### src/rtl/ws2812_pkg.sv
// Shared types and timing helpers for the WS2812 chain driver.
package ws2812_pkg;

    localparam int PIXEL_W = 24;

    typedef logic [PIXEL_W-1:0] pixel_t;

    typedef enum logic [2:0] {
        IDLE,
        LOAD,
        HIGH,
        LOW,
        LATCH
    } state_t;

    // 64-bit intermediate keeps f_clk*ns from overflowing at long latch times
    function automatic int ns_to_cyc(input longint f_clk, input longint ns);
        return int'((f_clk / 1000) * ns / 1_000_000);
    endfunction

endpackage

### src/rtl/ws2812_pixel_ram.sv
// Simple dual-port pixel buffer: synchronous read, read returns old data
// on a same-address write; out-of-range writes are dropped.
module ws2812_pixel_ram
    import ws2812_pkg::*;
#(
    parameter int DEPTH = 8,
    parameter int AW    = 3
) (
    input  logic          clk_i,
    input  logic          wr_en_i,
    input  logic [AW-1:0] wr_addr_i,
    input  pixel_t        wr_data_i,
    input  logic          rd_en_i,
    input  logic [AW-1:0] rd_addr_i,
    output pixel_t        rd_data_o
);

    pixel_t mem_q [DEPTH];
    pixel_t rd_q;

    always_ff @(posedge clk_i) begin
        if (wr_en_i && int'(wr_addr_i) < DEPTH) begin
            mem_q[wr_addr_i] <= wr_data_i;
        end
        if (rd_en_i) begin
            rd_q <= mem_q[rd_addr_i];
        end
    end

    assign rd_data_o = rd_q;

endmodule

### src/rtl/ws2812_chain.sv
// WS2812 chain driver: buffered GRB pixels serialised MSB-first + latch gap.
// Optional WS2812_AUTO_REFRESH_EN: any buffer write requests a new frame.
module ws2812_chain
    import ws2812_pkg::*;
#(
    parameter int F_CLK    = 50_000_000,
    parameter int NUM_LEDS = 8,
    parameter int T0H_NS   = 400,
    parameter int T1H_NS   = 800,
    parameter int TBIT_NS  = 1250,
    parameter int RESET_US = 300,
    localparam int ADDR_W  = (NUM_LEDS > 1) ? $clog2(NUM_LEDS) : 1
) (
    input  logic              clk,
    input  logic              reset,
    input  logic              wr_en,
    input  logic [ADDR_W-1:0] wr_addr,
    input  logic [23:0]       wr_data,
    input  logic              start,
    output logic              busy,
    output logic              done,
    output logic              ws2812_dat
);

    localparam int T0H_CYC   = ns_to_cyc(F_CLK, T0H_NS);
    localparam int T1H_CYC   = ns_to_cyc(F_CLK, T1H_NS);
    localparam int TBIT_CYC  = ns_to_cyc(F_CLK, TBIT_NS);
    localparam int RESET_CYC = ns_to_cyc(F_CLK, RESET_US * 1000);
    localparam int CNT_MAX   = (RESET_CYC > TBIT_CYC) ? RESET_CYC : TBIT_CYC;
    localparam int CNT_W     = $clog2(CNT_MAX + 1);

    localparam logic [ADDR_W-1:0] LAST_PIX = ADDR_W'(NUM_LEDS - 1);

    if (T0H_CYC < 1 || T1H_CYC <= T0H_CYC || TBIT_CYC <= T1H_CYC) begin : g_bad
        $error("ws2812_chain: bit timing constants out of order");
    end

    state_t            state_q;
    logic [CNT_W-1:0]  cnt_q;
    logic [4:0]        bit_q;
    logic [ADDR_W-1:0] pix_q;
    pixel_t            shift_q;
    logic              busy_q;
    logic              done_q;
    logic              dat_q;

    pixel_t            rd_data;
    logic              rd_en;
    logic [ADDR_W-1:0] rd_addr;
    logic [CNT_W-1:0]  hi_end;
    logic              bit_end;
    logic              last_bit;
    logic              last_pix;
    logic              go;

    assign hi_end   = shift_q[PIXEL_W-1] ? CNT_W'(T1H_CYC - 1)
                                         : CNT_W'(T0H_CYC - 1);
    assign bit_end  = (state_q == LOW) && (cnt_q == CNT_W'(TBIT_CYC - 1));
    assign last_bit = (bit_q == 5'd0);
    assign last_pix = (pix_q == LAST_PIX);

    // The RAM output register doubles as the next-pixel holding register:
    // it only updates in IDLE (pixel 0) and as bit 0 enters HIGH.
    assign rd_en   = (state_q == IDLE)
                   || (bit_end && bit_q == 5'd1 && !last_pix);
    assign rd_addr = (state_q == IDLE) ? '0 : pix_q + ADDR_W'(1);

    ws2812_pixel_ram #(
        .DEPTH (NUM_LEDS),
        .AW    (ADDR_W)
    ) u_ram (
        .clk_i     (clk),
        .wr_en_i   (wr_en),
        .wr_addr_i (wr_addr),
        .wr_data_i (wr_data),
        .rd_en_i   (rd_en),
        .rd_addr_i (rd_addr),
        .rd_data_o (rd_data)
    );

`ifdef WS2812_AUTO_REFRESH_EN
    logic dirty_q;
    logic wr_ok;

    assign wr_ok = wr_en && (int'(wr_addr) < NUM_LEDS);
    assign go    = start || dirty_q;

    always_ff @(posedge clk) begin
        if (reset) begin
            dirty_q <= 1'b0;
        end else if (wr_ok) begin
            dirty_q <= 1'b1;
        end else if (state_q == IDLE && go) begin
            dirty_q <= 1'b0;
        end
    end
`else
    assign go = start;
`endif

    always_ff @(posedge clk) begin
        if (reset) begin
            state_q <= IDLE;
            cnt_q   <= '0;
            bit_q   <= '0;
            pix_q   <= '0;
            shift_q <= '0;
            busy_q  <= 1'b0;
            done_q  <= 1'b0;
            dat_q   <= 1'b0;
        end else begin
            done_q <= 1'b0;
            unique case (state_q)
                IDLE: begin
                    if (go) begin
                        state_q <= LOAD;
                        busy_q  <= 1'b1;
                    end
                end
                LOAD: begin
                    shift_q <= rd_data;
                    bit_q   <= 5'd23;
                    pix_q   <= '0;
                    cnt_q   <= '0;
                    dat_q   <= 1'b1;
                    state_q <= HIGH;
                end
                HIGH: begin
                    cnt_q <= cnt_q + 1'b1;
                    if (cnt_q == hi_end) begin
                        dat_q   <= 1'b0;
                        state_q <= LOW;
                    end
                end
                LOW: begin
                    if (!bit_end) begin
                        cnt_q <= cnt_q + 1'b1;
                    end else begin
                        cnt_q <= '0;
                        if (!last_bit) begin
                            shift_q <= shift_q << 1;
                            bit_q   <= bit_q - 1'b1;
                            dat_q   <= 1'b1;
                            state_q <= HIGH;
                        end else if (!last_pix) begin
                            shift_q <= rd_data;
                            bit_q   <= 5'd23;
                            pix_q   <= pix_q + ADDR_W'(1);
                            dat_q   <= 1'b1;
                            state_q <= HIGH;
                        end else begin
                            state_q <= LATCH;
                        end
                    end
                end
                LATCH: begin
                    if (cnt_q == CNT_W'(RESET_CYC - 1)) begin
                        cnt_q   <= '0;
                        busy_q  <= 1'b0;
                        done_q  <= 1'b1;
                        state_q <= IDLE;
                    end else begin
                        cnt_q <= cnt_q + 1'b1;
                    end
                end
                default: state_q <= IDLE;
            endcase
        end
    end

    assign busy       = busy_q;
    assign done       = done_q;
    assign ws2812_dat = dat_q;

endmodule

### config.mk
export PLATFORM = sky130hd
export DESIGN_NAME = ws2812_chain
export DESIGN_NICKNAME = d
export VERILOG_FILES = /design/src/rtl/ws2812_pkg.sv /design/src/rtl/ws2812_pixel_ram.sv /design/src/rtl/ws2812_chain.sv
export SDC_FILE = /design/constraint.sdc
export NUM_CORES = 1
export LEC_CHECK = 0
export ABC_AREA = 1
export CAP_MARGIN = 20
export CORE_MARGIN = 2
export CORE_UTILIZATION = 55
export CTS_BUF_LIST = sky130_fd_sc_hd__clkbuf_4
export CTS_CLUSTER_SIZE = 12
export DETAILED_ROUTE_END_ITERATION = 10
export PLACE_DENSITY = 0.72
export SYNTH_ARGS = -nofsm -noshare
export SYNTH_HDL_FRONTEND = slang
export SYNTH_SLANG_ARGS = --single-unit
### constraint.sdc
create_clock -name clk -period 3.6 [get_ports clk]
set_input_delay 0.36 -clock clk [delete_from_list [all_inputs] [get_ports clk]]
set_output_delay 0.36 -clock clk [all_outputs]
set_load 0.1 [all_outputs]
After elaboration in Yosys (flattened, before gate mapping) --
Memories as Yosys holds them, arrays and structs flattened. A register that Yosys moved wholly into a read port is not among the register bits. Index checks and enable logic that the tools add are counted.
Storage, ports and cells: register bits after elaboration 52, output and inout port bits 3, memories 1, input port bits 31, RAM bits 192
Cells by class: equal/unequal tests 16, bitwise operators 1, add/sub/neg operators 3, reductions and logical operators 17, mux-type cells 35
Memories:
- u_ram.mem_q | depth 8, width 24, rd ports 1, clocked after Yosys merged registers in 1, write ports 1, line ws2812_pixel_ram.sv:18 | pixel_t mem_q [DEPTH];
Operator list (number):
- 2-to-1 mux 24 bit | 3
- case mux 14 bit (4 select lines) | 1
- case mux 24 bit (2 select lines) | 1
- 2-to-1 mux 3 bit | 10
- 2-to-1 mux 14 bit | 2
- 2-to-1 mux 5 bit | 3
- case mux 3 bit (5 select lines) | 1
- adder 14 x 1 -> 14 bit (second input constant) | 1
- equality test 14 bit (second input constant) | 1
- equality test 14 x 6 -> 1 bit | 1
- equality test 14 x 6 -> 1 bit (second input constant) | 1
- inequality test 2 bit (second input constant) | 6
- AND reduction 4 bit | 3
- case mux 5 bit (2 select lines) | 1
- 2-to-1 mux 1 bit | 9
- equality test 3 x 2 -> 1 bit (second input constant) | 2
- equality test 3 bit (second input constant) | 2
- 2-to-1 mux 6 bit | 1
- case mux 3 bit (2 select lines) | 1
- AND reduction 3 bit | 2
- equality test 5 x 1 -> 1 bit (second input constant) | 1
- logical NOT 5 bit | 1
- subtractor 5 x 1 -> 5 bit (second input constant) | 1
- nonzero test 2 bit | 2
- other kinds (13) | 15

Logic depth before layout (Yosys ltp) --
Gate-level depths: netlist of run 1.
depth after elaboration 5, depth in mapped cells 11, depth with buffers taken out 11

Hierarchy --
Synthesis of run 1 repeated with hierarchy kept, for this count alone.
Second synthesis, totals: cell total of the unflattened synthesis 1354, area, all modules 12223.0 um^2
By module, submodules not included:
- ws2812_pixel_ram | cells each 872, times used 1, area each 9146.3 um^2
- ws2812_chain | cells each 482, times used 1, area each 3076.7 um^2

Least setup slack after synthesis of run 1 --
OpenSTA, ideal clock, no wires.
path type reg2reg, start reg state_q[2], end reg u_ram.rd_q[0], in the netlist u_ram.rd_data_o[0], read port of u_ram.mem_q, enable pin, setup slack 427 ps, stages on the path, launching flop included 6, clock period less this slack 3173 ps, data arrival time 2731 ps, data required time 3158 ps, setup time 442 ps, path through dfxtp_1 > inv_2 > nand2_2 > nor2_4 > nand2_1 > o31ai_1
On the way: cells in the longest elaborated chain, start to end 5, elaborated cells on any way between the ends 7, those cells by class eq/ne (1); mux (1); reduce/logical (5)
Ends and longest elaborated chain:
- from (decl) | line ws2812_chain.sv:38 | state_t state_q;
- from (signal assigned) | line ws2812_chain.sv:103 | state_q <= IDLE;
- from (signal assigned) | line ws2812_chain.sv:116 | state_q <= LOAD;
- from (signal assigned) | line ws2812_chain.sv:126 | state_q <= HIGH;
- equality test 3 x 2 -> 1 bit | line ws2812_chain.sv:58 | assign bit_end = (state_q == LOW) && (cnt_q == CNT_W'(TBIT_CYC - 1));
- logical AND 1 bit | line ws2812_chain.sv:58
- logical AND 1 bit (2 in series) | line ws2812_chain.sv:65 | || (bit_end && bit_q == 5'd1 && !last_pix);
- logical OR 1 bit (*) | line ws2812_chain.sv:65
- net rd_en | line ws2812_chain.sv:48 | logic rd_en;
- to (decl) | line ws2812_pixel_ram.sv:19 | pixel_t rd_q;
The timed path passes the listed nets; every way through them passes the cells marked *. A chain may end at the register's enable or synchronous reset.

Final worst setup path of run 1 --
start reg dat_q, in the netlist ws2812_dat, end out ws2812_dat
RTL lines:
- from (decl) | line ws2812_chain.sv:45 | logic dat_q;
- from (signal assigned) | line ws2812_chain.sv:110 | dat_q <= 1'b0;
- from (signal assigned) | line ws2812_chain.sv:125 | dat_q <= 1'b1;
- from (signal assigned) | line ws2812_chain.sv:131 | dat_q <= 1'b0;
- to (decl) | line ws2812_chain.sv:22 | output logic ws2812_dat
No word-level cell between the ends.

==> key figures, run 1 <==
Layout
  • Most common cell after layout, fill and taps aside: edfxtp_1
  • Seq. cell area: 7530 sq um
  • Layout cells sized above 1: 16.3%
  • Area occupied by multi-input gates: 3280 sq um
  • Area grow syn2layout: 13.1%
  • Layout fillers: 1593
  • Fin util: 63.4%
  • Commonest cells after routing, fill and taps aside: 216 x edfxtp_1, 184 x nand2_1, 103 x clkbuf_4, 98 x o211ai_1, 80 x nor2_1
  • Final #Nets: 1119

Clock tree
  • Total setup buffers inserted after CTS: 0
  • Max Buffers Root-to-Sink: 3
  • TritonCTS clock tree: yes
  • CTS Hold Bufs: 0
  • H-tree depth: 3
  • Clock slew at the register clock pins of the worst setup and hold paths: 70 ps
  • TritonCTS sink count: 268
  • Root Driver: clkbuf_4
  • Clk Latency, worst-skew pair: 670 ps
  • CTS-repair resized insts: 0
  • CTS buffer count: 68

Synth
  • Cells after synthesis: 1014
  • Synth Register Bits: 268
  • Seq/Total Area, Yosys: 66.4%
  • Post-synth top area share: 57.2%
  • Ys flop type: edfxtp_1
  • Synth Warn #: 0
  • Synth area leaders: edfxtp_1 57%, dfxtp_1 9.2%, o211ai_1 6.5%, nand2_1 6.2%, nor2_1 2.9%
  • Post-Syn Area: 11300 sq um
  • Post-synth EDFFs: 216
  • Async S/R FF share, synth: 0%
  • Yosys cell types: 35
  • Syn_area_per_cell: 11.2 sq um
  • Synth area leader: edfxtp_1
  • Syn Nets: 1051

STA
  • Worst rel slew slack: 36.0%
  • RSZ-0062 raised after global routing: no
  • Slew Viols, Final: 0
  • Final hold violations: 0
  • Crit share post-route: 68.4%
  • Total Neg Setup Slack: 0 ps
  • Final min period: 2460 ps
  • Fmax: 406 MHz
  • Worst Tran Pin Value: 957 ps
  • Fin Hold WS: 415 ps
  • Final setup viols: 0
  • Clock skew: 37.8 ps

Global route
  • Largest net degree at the start of global routing: 101
  • Number of global-route vias before repair: 7470
  • GR peak layer: met2
  • GRT overflow: 0
  • First-pass GRT wire length: 38000 microns
  • GRT Total Usage: 22.2%
  • M1 GR Usage: 28.4%
  • Antenna violations before repair: 1
  • GR Util met2: 37.0%
  • Met3 Usage GRT: 5.46%

Die
  • Row count: 52
  • Core area: 20200 sq um
  • Die extent in y: 148 microns
  • Die width: 148 microns
  • Initial Util: 56.0%
  • I/O Pins: 34
  • Die ar.: 21800 sq um

Critical path
  • Arr. time, crit path: 2100 ps
  • Crit Path Category: reg -> out
  • Critical Path Fanout Max: 2
  • Crit start category: flop
  • CP max-delay cell: clkdlybuf4s50_1
  • CP Capture Type: output port
  • CP required: 3240 ps
  • CP delay by family, top: buffers and inverters
  • Biggest cell delay along the critical path: 1130 ps
  • Buf/Inv on CP: 1
  • Crit path cell chain: clkdlybuf4s50_1

Detailed routing
  • Total number of vias: 7517
  • Initial DRC count: 502
  • DRC: 0
  • Drt pass-1 iters: 5
  • Post-Route WL: 23200 microns
  • Final ANT Viol Nets: 0
  • Vias per inst: 5.37
  • WL per Instance: 16.6 microns

Run status
  • Outcome: completed

Placement
  • Dpl hpwl: 12400 microns
  • Placer Congestion: 0.843
  • # port buffers: 33

Power
  • VDD IR max: 635 uV
  • PwrDens: 755 nW/um^2
  • Leakage power: 4.70 nW
  • Tot Pwr: 9.68 mW

Hold path
  • Hold Path Class: in -> reg

Flow run
  • Max-Cap Viols: 0
registers in the layout, indices dropped and copies added, names as in the netlist:
register,cells
u_ram.mem_q,192
shift_q,24
u_ram.rd_data_o,24
cnt_q,14
bit_q,5
pix_q,3
state_q,3
busy,1
done,1
ws2812_dat,1
area by class of cell:
class	count	share of cell area, %
antenna	1	0.0195
clock inverter	13	0.869
tap	270	2.64
timing repair buffer	50	3.77
sequential	268	58.7
multi-input combinational	614	25.6
clock buffer	103	6.03
inverter	80	2.36
layer usage:
| metal | vias to the layer above | wire, microns | part of all wire [%] |
|---|---|---|---|
| met5 | - | 0 | 0 |
| met4 | 0 | 443 | 1.9 |
| met1 | 3553 | 10200 | 44 |
| met2 | 205 | 11300 | 49 |
| li1 | 3718 | - | - |
| met3 | 41 | 1330 | 5.7 |
report_power, final:
part / switching, mW / leakage, nW / internal (mW) / total (mW)
combinational: 1.99 / 1.77 / 1.08 / 3.06
clock: 1.16 / 0.530 / 1.45 / 2.61
sequential: 0.174 / 2.40 / 3.84 / 4.01
Yosys cell counts (2+ instances only):
master / number
a21oi_1: 16
buf_1: 2
buf_2: 28
buf_4: 3
buf_6: 3
clkbuf_1: 14
clkbuf_2: 2
dfxtp_1: 52
edfxtp_1: 216
ha_1: 6
inv_1: 74
inv_2: 4
nand2_1: 186
nand2_2: 3
nand2_4: 3
nand3_1: 51
nand4_1: 16
nor2_1: 88
nor3_1: 3
o211ai_1: 98
o21a_1: 24
o21ai_0: 34
o21ai_1: 4
or2_0: 34
or2_1: 9
or2_2: 32
through the flow:
stage                     cells  area (sq um)  setup slack, ps
after floorplan            1014         11300              427
after CTS                  1397         12800             1090
after global placement     1281         11900             1330
final                      1399         12800             1140
after global routing       1399         12800             1070
after detailed placement   1281         11900             1310
worst paths after layout:
check                                from                           end  slack, ps  cells after the start
hold / removal                 wr_data[2]   u_ram.mem_q[1][2]$_DFFE_PP_        420                      1
setup / recovery  ws2812_dat$_SDFFE_PP0P_                    ws2812_dat       1140                      1
setup reg to reg  state_q[2]$_SDFFE_PP0P_  u_ram.rd_data_o[6]$_DFFE_PP_       1310                      8
hold reg to reg   ws2812_dat$_SDFFE_PP0P_       ws2812_dat$_SDFFE_PP0P_        470                      2
cells by family (layout without fill, tap and decap cells):
| family | after synthesis | count (layout) | synth area share (%) |
|---|---|---|---|
| xor+xnor | 1 | 1 | 0.0773 |
| compound gates | 178 | 178 | 10.6 |
| fa+ha+maj | 6 | 6 | 0.662 |
| buf+inv | 132 | 246 | 5.02 |
| flops | 268 | 268 | 66.4 |
| other cells | 0 | 1 | 0 |
| simple gates | 429 | 429 | 17.3 |
Note: power is estimated with default switching activity, not from simulation.
==> run 2, diff against run 1 <==
--- a/config.mk
+++ b/config.mk
@@ -12,7 +12,7 @@
 export CTS_BUF_LIST = sky130_fd_sc_hd__clkbuf_4
 export CTS_CLUSTER_SIZE = 12
 export DETAILED_ROUTE_END_ITERATION = 10
-export PLACE_DENSITY = 0.72
+export PLACE_DENSITY = 0.75
 export SYNTH_ARGS = -nofsm -noshare
 export SYNTH_HDL_FRONTEND = slang
 export SYNTH_SLANG_ARGS = --single-unit
==> constraint.sdc (replaced) <==
create_clock -name clk -period 2 [get_ports clk]
set_input_delay 0.2 -clock clk [delete_from_list [all_inputs] [get_ports clk]]
set_output_delay 0.2 -clock clk [all_outputs]
set_load 0.1 [all_outputs]
==> run 2 against run 1 <==
Critical path depth increased by 6. Sequential power increased by 80%. Global-route usage decreased by 0.70 points. Sequential share of layout area decreased by 1.1 points. Hold slack got worse by 190 ps. Setup slack got worse by 980 ps. Cell count increased by 1.9%. Total power increased by 83%. Via count increased by 2.1%. Final area increased by 2.0%. Wire length decreased by 2.5%. Largest cell class unchanged. Highest routed layer unchanged.
==> key figures, run 2 (same netlist as run 1, synthesis figures left out) <==
Run status
  • Outcome: completed

Critical path
  • CP required: 2530 ps
  • Arr. time, crit path: 2370 ps
  • Crit Path Category: reg -> reg
  • Critical Path Fanout Max: 39
  • CP Capture Type: flop
  • Crit path cell chain: ha_1 > nand2_2 > inv_1 > buf_4 > o211ai_1 > nand2_1 > o21a_1
  • Cells on worst reg2reg path: 7
  • Crit start category: flop
  • Biggest cell delay along the critical path: 450 ps
  • CP max-delay cell: buf_4

Die
  • Die ar.: 21800 sq um
  • Core area: 20200 sq um
  • Row count: 52
  • Die extent in y: 148 microns
  • Die width: 148 microns
  • Initial Util: 56.0%
  • I/O Pins: 34

Power
  • Leakage power: 4.83 nW
  • Sw Ratio: 34.7%
  • Internal power: 11.6 mW
  • Sequential fraction of design power: 40.7%
  • PwrDens: 1360 nW/um^2
  • Clock share of power: 25.8%
  • Comb power frac: 33.5%
  • Sw power: 6.16 mW
  • VDD IR max: 1100 uV

Layout
  • Final #Nets: 1143
  • Commonest cells after routing, fill and taps aside: 216 x edfxtp_1, 184 x nand2_1, 98 x o211ai_1, 95 x clkbuf_4, 80 x nor2_1
  • Layout fillers: 1550
  • Largest Register: u_ram.mem_q
  • Most common cell after layout, fill and taps aside: edfxtp_1
  • Layout cells sized above 1: 17.8%
  • Area grow syn2layout: 15.3%
  • Final Instance Count excl. Fillers: 1425
  • Largest register FFs: 192
  • Fin util: 64.6%

Global route
  • Antenna violations before repair: 1
  • Number of global-route vias before repair: 7497
  • GRT Total Usage: 21.5%
  • GRT overflow: 0
  • First-pass GRT wire length: 36800 microns
  • Largest net degree at the start of global routing: 96

STA
  • Clock skew: 52.3 ps
  • Worst Slack Setup Final: 160 ps
  • Worst rel slew slack: 64.8%
  • Total Neg Setup Slack: 0 ps
  • Worst Tran Pin Value: 528 ps
  • Final min period: 1840 ps
  • Crit share post-route: 92.0%
  • Final setup viols: 0
  • Fmax: 544 MHz
  • Final hold violations: 0
  • Slew Viols, Final: 0
  • RSZ-0062 raised after global routing: no
  • Fin Hold WS: 229 ps

Clock tree
  • H-tree depth: 3
  • CTS Hold Bufs: 0
  • Total setup buffers inserted after CTS: 0
  • TritonCTS clock tree: yes
  • Max Buffers Root-to-Sink: 3
  • Clk Latency, worst-skew pair: 700 ps
  • Clock slew at the register clock pins of the worst setup and hold paths: 60 ps
  • TritonCTS sink count: 268
  • Root Driver: clkbuf_4
  • CTS buffer count: 71

Placement
  • # port buffers: 33
  • Placer Congestion: 0.848
  • Placed Cells: 1303
  • Place WS: 122 ps
  • Dpl hpwl: 13000 microns

Hold path
  • Hold Path Class: in -> reg
  • WHS Path Cells: 1

Detailed routing
  • Initial DRC count: 447
  • WL per Instance: 15.9 microns
  • Drt pass-1 iters: 5
  • Post-Route WL: 22700 microns
  • DRC: 0
  • Total number of vias: 7675
  • Vias per inst: 5.39
  • Final ANT Viol Nets: 0

Flow run
  • Max-Cap Viols: 0
## run 2: cell types whose count changed in the layout (fill, tap and decap cells not counted), sizes merged
cell | before | now
buf | 17 | 41
clkinv | 9 | 20
clkbuf | 103 | 95
clkdlybuf4s50 | 33 | 30
inv | 82 | 84
bufinv | 2 | 1
clkinvlp | 0 | 1
## run 2: worst paths after layout
path,start,to,slack [ps]
worst max-delay path,pix_q[0]$_SDFFE_PP0P_,u_ram.rd_data_o[5]$_DFFE_PP_,160
worst min-delay path,wr_data[22],u_ram.mem_q[2][22]$_DFFE_PP_,230
worst max register to register,pix_q[0]$_SDFFE_PP0P_,u_ram.rd_data_o[5]$_DFFE_PP_,160
worst min register to register,ws2812_dat$_SDFFE_PP0P_,ws2812_dat$_SDFFE_PP0P_,460
## run 2: timing repair
action / in CTS / in global routing
endpoints found under the setup margin: 0 / 21
hold endpoints to repair: 0 / 0
resized for setup: 0 / 3
## run 2: through the flow
step	power (mW)	area, sq um
CTS	17.9	13100
global placement	13.1	12200
global route	18.9	13100
finish	17.7	13100
detailed placement	13.3	12200
floorplan	11.6	11400
## run 2: power by group through the flow
stage | combinational (mW) | clock, mW | sequential (mW)
after floorplan | 4.30 | 0 | 7.30
after global placement | 5.83 | 0 | 7.30
after detailed placement | 5.95 | 0 | 7.32
after CTS | 5.97 | 4.67 | 7.21
after global routing | 6.64 | 4.98 | 7.28
final | 5.94 | 4.58 | 7.21
## run 2: final cells by class
cell class | count | area, sq um | share of cell area [%]
antenna | 1 | 2.50 | 0.0191
inverter | 80 | 303 | 2.32
clock inverter | 26 | 161 | 1.23
tap | 270 | 338 | 2.58
multi-input combinational | 614 | 3290 | 25.2
timing repair buffer | 71 | 733 | 5.61
clock buffer | 95 | 713 | 5.46
sequential | 268 | 7530 | 57.6
## run 2: worst max-delay path, delay by kind of cell (launching register included)
kind	cells	cell delay (ps)
fa+ha+maj	1	310
buf+inv	2	530
simple gates	2	190
flops	1	330
compound gates	2	330
## run 2: per-layer routing
metal / global-route usage [%] / part of all wire [%] / wire length (microns)
met1: 28.2 / 43 / 9850
met2: 35.0 / 48 / 11000
met3: 5.00 / 6.0 / 1370
met4: 8.75 / 2.2 / 490
met5: 0 / 0 / 0
